--- config.mk ---
export PLATFORM = sky130hd
export DESIGN_NAME = btn_input_ctrl_flat
export DESIGN_NICKNAME = d
export VERILOG_FILES = /design/src/rtl/btn_input_ctrl_if.sv /design/src/rtl/btn_input_ctrl.sv /design/src/flat_wrapper.sv
export SDC_FILE = /design/constraint.sdc
export NUM_CORES = 1
export LEC_CHECK = 0
export CORE_UTILIZATION = 45
export CTS_CLUSTER_SIZE = 40
export DETAILED_ROUTE_END_ITERATION = 16
export PLACE_DENSITY = 0.73
export SYNTH_ARGS = -nofsm -noshare
export SYNTH_HDL_FRONTEND = slang
export SYNTH_SLANG_ARGS = --single-unit
export TNS_END_PERCENT = 50
--- constraint.sdc ---
create_clock -name sys_clk -period 2.7 [get_ports sys_clk]
set_input_delay 0.81 -clock sys_clk [delete_from_list [all_inputs] [get_ports sys_clk]]
set_output_delay 0.81 -clock sys_clk [all_outputs]
set_load 0.005 [all_outputs]
--- src/rtl/btn_input_ctrl_if.sv ---
// Button front-end bus: raw inputs and controls toward the channel logic,
// debounced level, pulses and press counters back to the consumer.
interface btn_input_ctrl_if #(
  parameter int NUM_BTN   = 3,
  parameter int CNT_WIDTH = 16
);
  logic [NUM_BTN-1:0]           btn_raw;
  logic [NUM_BTN-1:0]           repeat_en;
  logic [NUM_BTN-1:0]           cnt_clr;
  logic [NUM_BTN-1:0]           btn_level;
  logic [NUM_BTN-1:0]           btn_press;
  logic [NUM_BTN-1:0]           btn_release;
  logic [NUM_BTN-1:0]           btn_long;
  logic [NUM_BTN*CNT_WIDTH-1:0] press_cnt;

  modport master (
    output btn_raw, repeat_en, cnt_clr,
    input  btn_level, btn_press, btn_release, btn_long, press_cnt
  );

  modport slave (
    input  btn_raw, repeat_en, cnt_clr,
    output btn_level, btn_press, btn_release, btn_long, press_cnt
  );
endinterface

--- src/rtl/btn_input_ctrl.sv ---
// Multi-channel button front end: synchroniser, debounce, press/release pulses,
// long-press detection, optional auto-repeat and a wrap/saturate press counter.
module btn_input_ctrl #(
  parameter int NUM_BTN       = 3,
  parameter int DB_CYCLES     = 100000,
  parameter int LONG_CYCLES   = 50000000,
  parameter int REPEAT_CYCLES = 10000000,
  parameter int CNT_WIDTH     = 16,
  parameter int SAT_CNT       = 0
) (
  input logic             sys_clk,
  input logic             sys_rst,
  btn_input_ctrl_if.slave bus
);

  localparam int DBW = $clog2(DB_CYCLES);
  localparam int HW  = (LONG_CYCLES > 1) ? $clog2(LONG_CYCLES) : 1;
  localparam int RW  = (REPEAT_CYCLES > 1) ? $clog2(REPEAT_CYCLES) : 1;

  localparam logic [DBW-1:0]       DB_LAST   = DBW'(DB_CYCLES - 1);
  localparam logic [DBW-1:0]       DB_ONE    = DBW'(1);
  localparam logic [HW-1:0]        HOLD_LAST = HW'(LONG_CYCLES - 1);
  localparam logic [HW-1:0]        HOLD_ONE  = HW'(1);
  localparam logic [RW-1:0]        REP_LAST  = RW'(REPEAT_CYCLES - 1);
  localparam logic [RW-1:0]        REP_ONE   = RW'(1);
  localparam logic [CNT_WIDTH-1:0] CNT_MAX   = {CNT_WIDTH{1'b1}};
  localparam logic [CNT_WIDTH-1:0] CNT_ONE   = CNT_WIDTH'(1);
  localparam bit                   SAT       = (SAT_CNT != 0);

  typedef enum logic [1:0] {
    ST_IDLE = 2'd0,
    ST_HELD = 2'd1,
    ST_LONG = 2'd2
  } state_t;

  logic [NUM_BTN-1:0]           level_v;
  logic [NUM_BTN-1:0]           press_v;
  logic [NUM_BTN-1:0]           release_v;
  logic [NUM_BTN-1:0]           long_v;
  logic [NUM_BTN*CNT_WIDTH-1:0] cnt_v;

  assign bus.btn_level   = level_v;
  assign bus.btn_press   = press_v;
  assign bus.btn_release = release_v;
  assign bus.btn_long    = long_v;
  assign bus.press_cnt   = cnt_v;

  for (genvar i = 0; i < NUM_BTN; i++) begin : g_ch
    logic                 s1_r, s2_r;
    logic                 level_r, level_s;
    logic [DBW-1:0]       db_cnt_r, db_cnt_s;
    state_t               state_r, state_s;
    logic [HW-1:0]        hold_cnt_r, hold_cnt_s;
    logic [RW-1:0]        rep_cnt_r, rep_cnt_s;
    logic                 press_r, press_s;
    logic                 release_r, release_s;
    logic                 long_r, long_s;
    logic [CNT_WIDTH-1:0] cnt_r, cnt_s;
    logic                 rise_s, fall_s;

    // Any sample agreeing with the current level restarts the debounce count.
    always_comb begin
      level_s  = level_r;
      db_cnt_s = '0;
      if (s2_r == level_r) begin
        db_cnt_s = '0;
      end else if (db_cnt_r == DB_LAST) begin
        level_s  = s2_r;
        db_cnt_s = '0;
      end else begin
        db_cnt_s = db_cnt_r + DB_ONE;
      end
    end

    assign rise_s = level_s & ~level_r;
    assign fall_s = level_r & ~level_s;

    // Hold/repeat FSM; a falling level always wins over entering LONG.
    always_comb begin
      state_s    = state_r;
      hold_cnt_s = hold_cnt_r;
      rep_cnt_s  = rep_cnt_r;
      press_s    = 1'b0;
      release_s  = 1'b0;
      case (state_r)
        ST_IDLE: begin
          if (rise_s) begin
            state_s    = ST_HELD;
            press_s    = 1'b1;
            hold_cnt_s = '0;
            rep_cnt_s  = '0;
          end else begin
            state_s = ST_IDLE;
          end
        end
        ST_HELD: begin
          if (fall_s) begin
            state_s    = ST_IDLE;
            release_s  = 1'b1;
            hold_cnt_s = '0;
            rep_cnt_s  = '0;
          end else if (hold_cnt_r == HOLD_LAST) begin
            state_s    = ST_LONG;
            press_s    = bus.repeat_en[i];
            hold_cnt_s = '0;
            rep_cnt_s  = '0;
          end else begin
            hold_cnt_s = hold_cnt_r + HOLD_ONE;
          end
        end
        ST_LONG: begin
          if (fall_s) begin
            state_s    = ST_IDLE;
            release_s  = 1'b1;
            hold_cnt_s = '0;
            rep_cnt_s  = '0;
          end else if (rep_cnt_r == REP_LAST) begin
            rep_cnt_s = '0;
            press_s   = bus.repeat_en[i];
          end else begin
            rep_cnt_s = rep_cnt_r + REP_ONE;
          end
        end
        default: begin
          state_s    = ST_IDLE;
          hold_cnt_s = '0;
          rep_cnt_s  = '0;
        end
      endcase
      long_s = (state_s == ST_LONG);
    end

    // Counter sees the registered pulse, so it lags the pulse by one edge.
    always_comb begin
      cnt_s = cnt_r;
      if (bus.cnt_clr[i]) begin
        cnt_s = '0;
      end else if (press_r) begin
        if (SAT && (cnt_r == CNT_MAX)) begin
          cnt_s = cnt_r;
        end else begin
          cnt_s = cnt_r + CNT_ONE;
        end
      end else begin
        cnt_s = cnt_r;
      end
    end

    // Channel state registers with synchronous reset.
    always_ff @(posedge sys_clk) begin
      if (sys_rst) begin
        s1_r       <= 1'b0;
        s2_r       <= 1'b0;
        level_r    <= 1'b0;
        db_cnt_r   <= '0;
        state_r    <= ST_IDLE;
        hold_cnt_r <= '0;
        rep_cnt_r  <= '0;
        press_r    <= 1'b0;
        release_r  <= 1'b0;
        long_r     <= 1'b0;
        cnt_r      <= '0;
      end else begin
        s1_r       <= bus.btn_raw[i];
        s2_r       <= s1_r;
        level_r    <= level_s;
        db_cnt_r   <= db_cnt_s;
        state_r    <= state_s;
        hold_cnt_r <= hold_cnt_s;
        rep_cnt_r  <= rep_cnt_s;
        press_r    <= press_s;
        release_r  <= release_s;
        long_r     <= long_s;
        cnt_r      <= cnt_s;
      end
    end

    assign level_v[i]                        = level_r;
    assign press_v[i]                        = press_r;
    assign release_v[i]                      = release_r;
    assign long_v[i]                         = long_r;
    assign cnt_v[i*CNT_WIDTH +: CNT_WIDTH]   = cnt_r;
  end

endmodule

--- src/flat_wrapper.sv ---
// flat-port wrapper written by rule: the top's interface ports become plain ports
module btn_input_ctrl_flat 
#(
  parameter int NUM_BTN       = 3,
  parameter int DB_CYCLES     = 100000,
  parameter int LONG_CYCLES   = 50000000,
  parameter int REPEAT_CYCLES = 10000000,
  parameter int CNT_WIDTH     = 16,
  parameter int SAT_CNT       = 0
)
  (sys_clk, sys_rst, bus_btn_raw, bus_repeat_en, bus_cnt_clr, bus_btn_level, bus_btn_press, bus_btn_release, bus_btn_long, bus_press_cnt);
  btn_input_ctrl_if #(.NUM_BTN(NUM_BTN), .CNT_WIDTH(CNT_WIDTH)) bus_i ();
  input logic sys_clk;
  input logic sys_rst;
  input wire logic [$bits(bus_i.btn_raw)-1:0] bus_btn_raw;
  input wire logic [$bits(bus_i.repeat_en)-1:0] bus_repeat_en;
  input wire logic [$bits(bus_i.cnt_clr)-1:0] bus_cnt_clr;
  output wire logic [$bits(bus_i.btn_level)-1:0] bus_btn_level;
  output wire logic [$bits(bus_i.btn_press)-1:0] bus_btn_press;
  output wire logic [$bits(bus_i.btn_release)-1:0] bus_btn_release;
  output wire logic [$bits(bus_i.btn_long)-1:0] bus_btn_long;
  output wire logic [$bits(bus_i.press_cnt)-1:0] bus_press_cnt;
  assign bus_i.btn_raw = bus_btn_raw;
  assign bus_i.repeat_en = bus_repeat_en;
  assign bus_i.cnt_clr = bus_cnt_clr;
  assign bus_btn_level = bus_i.btn_level;
  assign bus_btn_press = bus_i.btn_press;
  assign bus_btn_release = bus_i.btn_release;
  assign bus_btn_long = bus_i.btn_long;
  assign bus_press_cnt = bus_i.press_cnt;
  btn_input_ctrl #(.NUM_BTN(NUM_BTN), .DB_CYCLES(DB_CYCLES), .LONG_CYCLES(LONG_CYCLES), .REPEAT_CYCLES(REPEAT_CYCLES), .CNT_WIDTH(CNT_WIDTH), .SAT_CNT(SAT_CNT)) u_core (.sys_clk(sys_clk), .sys_rst(sys_rst), .bus(bus_i));
endmodule
==> results.sh <==
export IMPL_clkPwrFrac_pct=51.1
export IMPL_drtIter0Drc=576
export IMPL_crit_end="u_core.g_ch[2].hold_cnt_r[6]$_SDFFE_PP0P_"
export IMPL_grt_pass1_vias=10515
export IMPL_root_buffer="clkbuf_16"
export IMPL_grt_pass1_wl_um=47600
export IMPL_fin_skew_ns=0.0116
export IMPL_fmax_ghz=0.379
export IMPL_ios=71
export IMPL_rr_worst_depth=9
export IMPL_pwr_share_seq_pct=47.6
export IMPL_status="finished clean"
export IMPL_synth_seq_cells=273
export IMPL_drv_cap=0
export IMPL_cell_internal_pwr_mw=6.80
export IMPL_p_per_area_nw_per_um2=540
export IMPL_yosysSeqAreaShare_pct=42.1
export IMPL_start_util_pct=46.2
export IMPL_end_kind="register"
export IMPL_dpl_hpwl_um=19100
export IMPL_worstPathMaxFanout=6
export IMPL_worst_pin_slew_ns=0.568
export IMPL_layout_commonest_cell="dfxtp_1"
export IMPL_swShare_pct=19.8
export IMPL_cts_max_path_buffers=3
export IMPL_min_period_ns=2.64
export IMPL_gp_congestion=0.838
export IMPL_antenna_found_initial=0
export IMPL_avgViaCountPerCell=5.43
export IMPL_grt_overflow=0
export IMPL_p_total_mw=8.48
export IMPL_detail_route_first_pass_iterations=5
export IMPL_syn_to_final_growth_pct=21.2
export IMPL_fin_crit_sh_pct=97.7
export IMPL_gr_usage_all_layers_pct=18.8
export IMPL_r2r_slack_ns=0.06
export IMPL_finalNetCount=1718
export IMPL_synth_top_cell_area_share_pct=42.1
export IMPL_core_um2=28100
export IMPL_syn_instance_count=1562
export IMPL_fin_setup_tns_ns=0
export IMPL_utilization_pct=55.9
export IMPL_relSlewSlack_pct=61.8
export IMPL_p_sw_mw=1.68
export IMPL_post_dp_cell_area_um2=14500
export IMPL_slew_viol_final=0
export IMPL_ys_warnings_count=0
export IMPL_yosys_area_top_type="dfxtp_1"
export IMPL_dieArea_um2=29500
export IMPL_final_cell_mix="272 x dfxtp_1, 235 x nor2_1, 141 x nand2_1"
export IMPL_crit_required_ns=3.17
export IMPL_grt_max_degree=41
export IMPL_die_h_um=172
export IMPL_antennaDiodeCount=0
export IMPL_ctsHoldBuffers=0
export IMPL_timing_rr_start="u_core.g_ch[2].db_cnt_r[0]$_SDFF_PP0_"
export IMPL_synthTopCellsByArea="dfxtp_1 42%, nor2_1 6.8%, xor2_1 6.8%"
export IMPL_numClockSinks=273
export IMPL_hold_path_class="reg -> reg"
export IMPL_critPathLaunchType="register"
export IMPL_fp_row_count=61
export IMPL_synth_flop_cell="dfxtp_1"
export IMPL_clkLatencyLatePin_ns=0.55
export IMPL_wl_um=28000
export IMPL_combPwrFrac_pct=1.3
export IMPL_io_buffers=70
export IMPL_synth_edf_count=0
export IMPL_p_leak_nw=5.31
export IMPL_antenna_left=0
export IMPL_mappedNetlistArea_um2=13000
export IMPL_layout_drive_gt1_share_pct=10.5
export IMPL_dieWidth_um=172
export IMPL_final_hold_viol_count=0
export IMPL_ir_drop_uv=457
export IMPL_avgSynthCellArea_um2=8.30
export IMPL_critPathKind="reg -> reg"
export IMPL_vias=11290
export IMPL_drc_errors=0
export IMPL_setup_violations=0
export IMPL_crit_start="u_core.g_ch[2].db_cnt_r[0]$_SDFF_PP0_"
export IMPL_worstReg2RegEnd="u_core.g_ch[2].hold_cnt_r[6]$_SDFFE_PP0P_"
export IMPL_syn_num_nets=1597
export IMPL_synth_distinct_cells=67
export IMPL_cts_buffers=31
export IMPL_h_tree_depth=1
export IMPL_cts_tree="yes"
export IMPL_fin_area_um2=15700
export IMPL_synthArstFlopShare_pct=0
export IMPL_cts_reportedPaths_clkPinSlew_ns=0.06
export IMPL_avgRoutedWirePerCell_um=13.5
export IMPL_arrival_ns=3.11
[registers in the layout, indices dropped and copies added (netlist names)]
name	count
u_core.g_ch.state_r	6
u_core.g_ch.press_r	3
u_core.g_ch.hold_cnt_r	78
u_core.g_ch.release_r	3
u_core.g_ch.level_r	3
u_core.g_ch.db_cnt_r	51
u_core.g_ch.s2_r	3
u_core.g_ch.long_r	3
u_core.g_ch.cnt_r	48
u_core.g_ch.s1_r	3
u_core.g_ch.rep_cnt_r	72
[worst min-delay path by stage]
stage	startpoint	end	slack (ns)	cells past startpoint
4_1_cts	u_core.g_ch[0].s1_r$_SDFF_PP0_	u_core.g_ch[0].s2_r$_SDFF_PP0_	0.44	1
6_report	u_core.g_ch[2].db_cnt_r[0]$_SDFF_PP0_	u_core.g_ch[2].db_cnt_r[0]$_SDFF_PP0_	0.42	1
5_1_grt	u_core.g_ch[2].db_cnt_r[0]$_SDFF_PP0_	u_core.g_ch[2].db_cnt_r[0]$_SDFF_PP0_	0.44	1
3_3_place_gp	u_core.g_ch[1].s1_r$_SDFF_PP0_	u_core.g_ch[1].s2_r$_SDFF_PP0_	0.42	1
3_5_place_dp	u_core.g_ch[2].s1_r$_SDFF_PP0_	u_core.g_ch[2].s2_r$_SDFF_PP0_	0.43	1
2_1_floorplan	u_core.g_ch[2].db_cnt_r[0]$_SDFF_PP0_	u_core.g_ch[2].db_cnt_r[0]$_SDFF_PP0_	0.41	1
[cell type report]
type,instances,area (um2)
fill,2592,12400
multi-input combinational,1198,7230
sequential,273,5470
timing repair buffer,155,1390
clock buffer,46,932
tap,378,473
clock inverter,6,133
inverter,24,90.1
[metal layers]
layer | vias to the layer above | share of wire [%] | GRT usage, %
met4 | 0 | 2.1 | 4.85
met2 | 168 | 48 | 32.4
met1 | 5346 | 47 | 24.5
li1 | 5732 | - | -
met5 | - | 0 | 0
met3 | 44 | 3.5 | 2.67
[Yosys cell counts (6+ instances only)]
cell,instances
nor3_1,43
nor2b_1,9
nand2_1,142
inv_1,24
a21oi_1,82
xor2_1,100
buf_4,14
o21ai_0,63
xnor2_1,58
nor4bb_1,6
nand3_1,104
o21a_1,13
buf_2,9
a31oi_1,14
and3_1,55
clkbuf_1,42
dfxtp_1,273
nand2b_1,9
nor4b_1,15
nand4_1,52
and4_1,15
a311oi_1,6
and2_1,8
ha_1,24
nor2_1,235
nor4_1,20
nand4b_1,8
or4_1,16
or3_1,27
nor3b_1,6
[timing repair]
| item | 4_1_cts | 5_1_grt |
|---|---|---|
| setup buffers | 2 | 4 |
| endpoints found under the setup margin | 11 | 52 |
| resized for setup | 7 | 27 |
| pin swaps | 1 | 8 |
| gates cloned | 0 | 0 |
[stage by stage]
| stage | setup WS [ns] | hold WS (ns) | std cells |
|---|---|---|---|
| floorplan | 0.0222 | 0.413 | 1562 |
| global placement | -0.0200 | 0.416 | 2023 |
| detailed placement | -0.0558 | 0.428 | 2023 |
| CTS | 0.000881 | 0.443 | 2077 |
| global route | -0.0411 | 0.440 | 2080 |
| finish | 0.0619 | 0.415 | 2080 |
[critical path: stages, from the launching register on]
cell and delay, ns:
dfxtp_2 0.33, ha_2 0.19, nand4_1 0.14, buf_4 0.19, or4_4 0.55, o31ai_4 0.26
buf_6 0.14, nand2_2 0.09, or4_1 0.52, a21oi_1 0.15
[logic make-up (layout without fill, tap and decap cells)]
| logic type | after synthesis | after routing | share of synthesized area (%) |
|---|---|---|---|
| and+or+nand+nor | 794 | 794 | 31.3 |
| DFF | 273 | 273 | 42.1 |
| AOI/OAI and AO/OA | 217 | 217 | 10.1 |
| xor gates and xnor gates | 158 | 158 | 10.7 |
| buffers and inverters | 91 | 231 | 3.13 |
| adders and majority gates | 24 | 24 | 2.32 |
| muxes | 5 | 5 | 0.386 |
[power groups by stage]
| stage | clock network, mW | logic (mW) | registers (mW) |
|---|---|---|---|
| detailed placement | 0 | 0.111 | 4.13 |
| finish | 4.33 | 0.110 | 4.04 |
| global placement | 0 | 0.110 | 4.13 |
| floorplan | 0 | 0.0645 | 4.12 |
| global route | 4.60 | 0.121 | 4.04 |
| CTS | 4.43 | 0.112 | 4.04 |
Power figures use the tool's default switching activity.
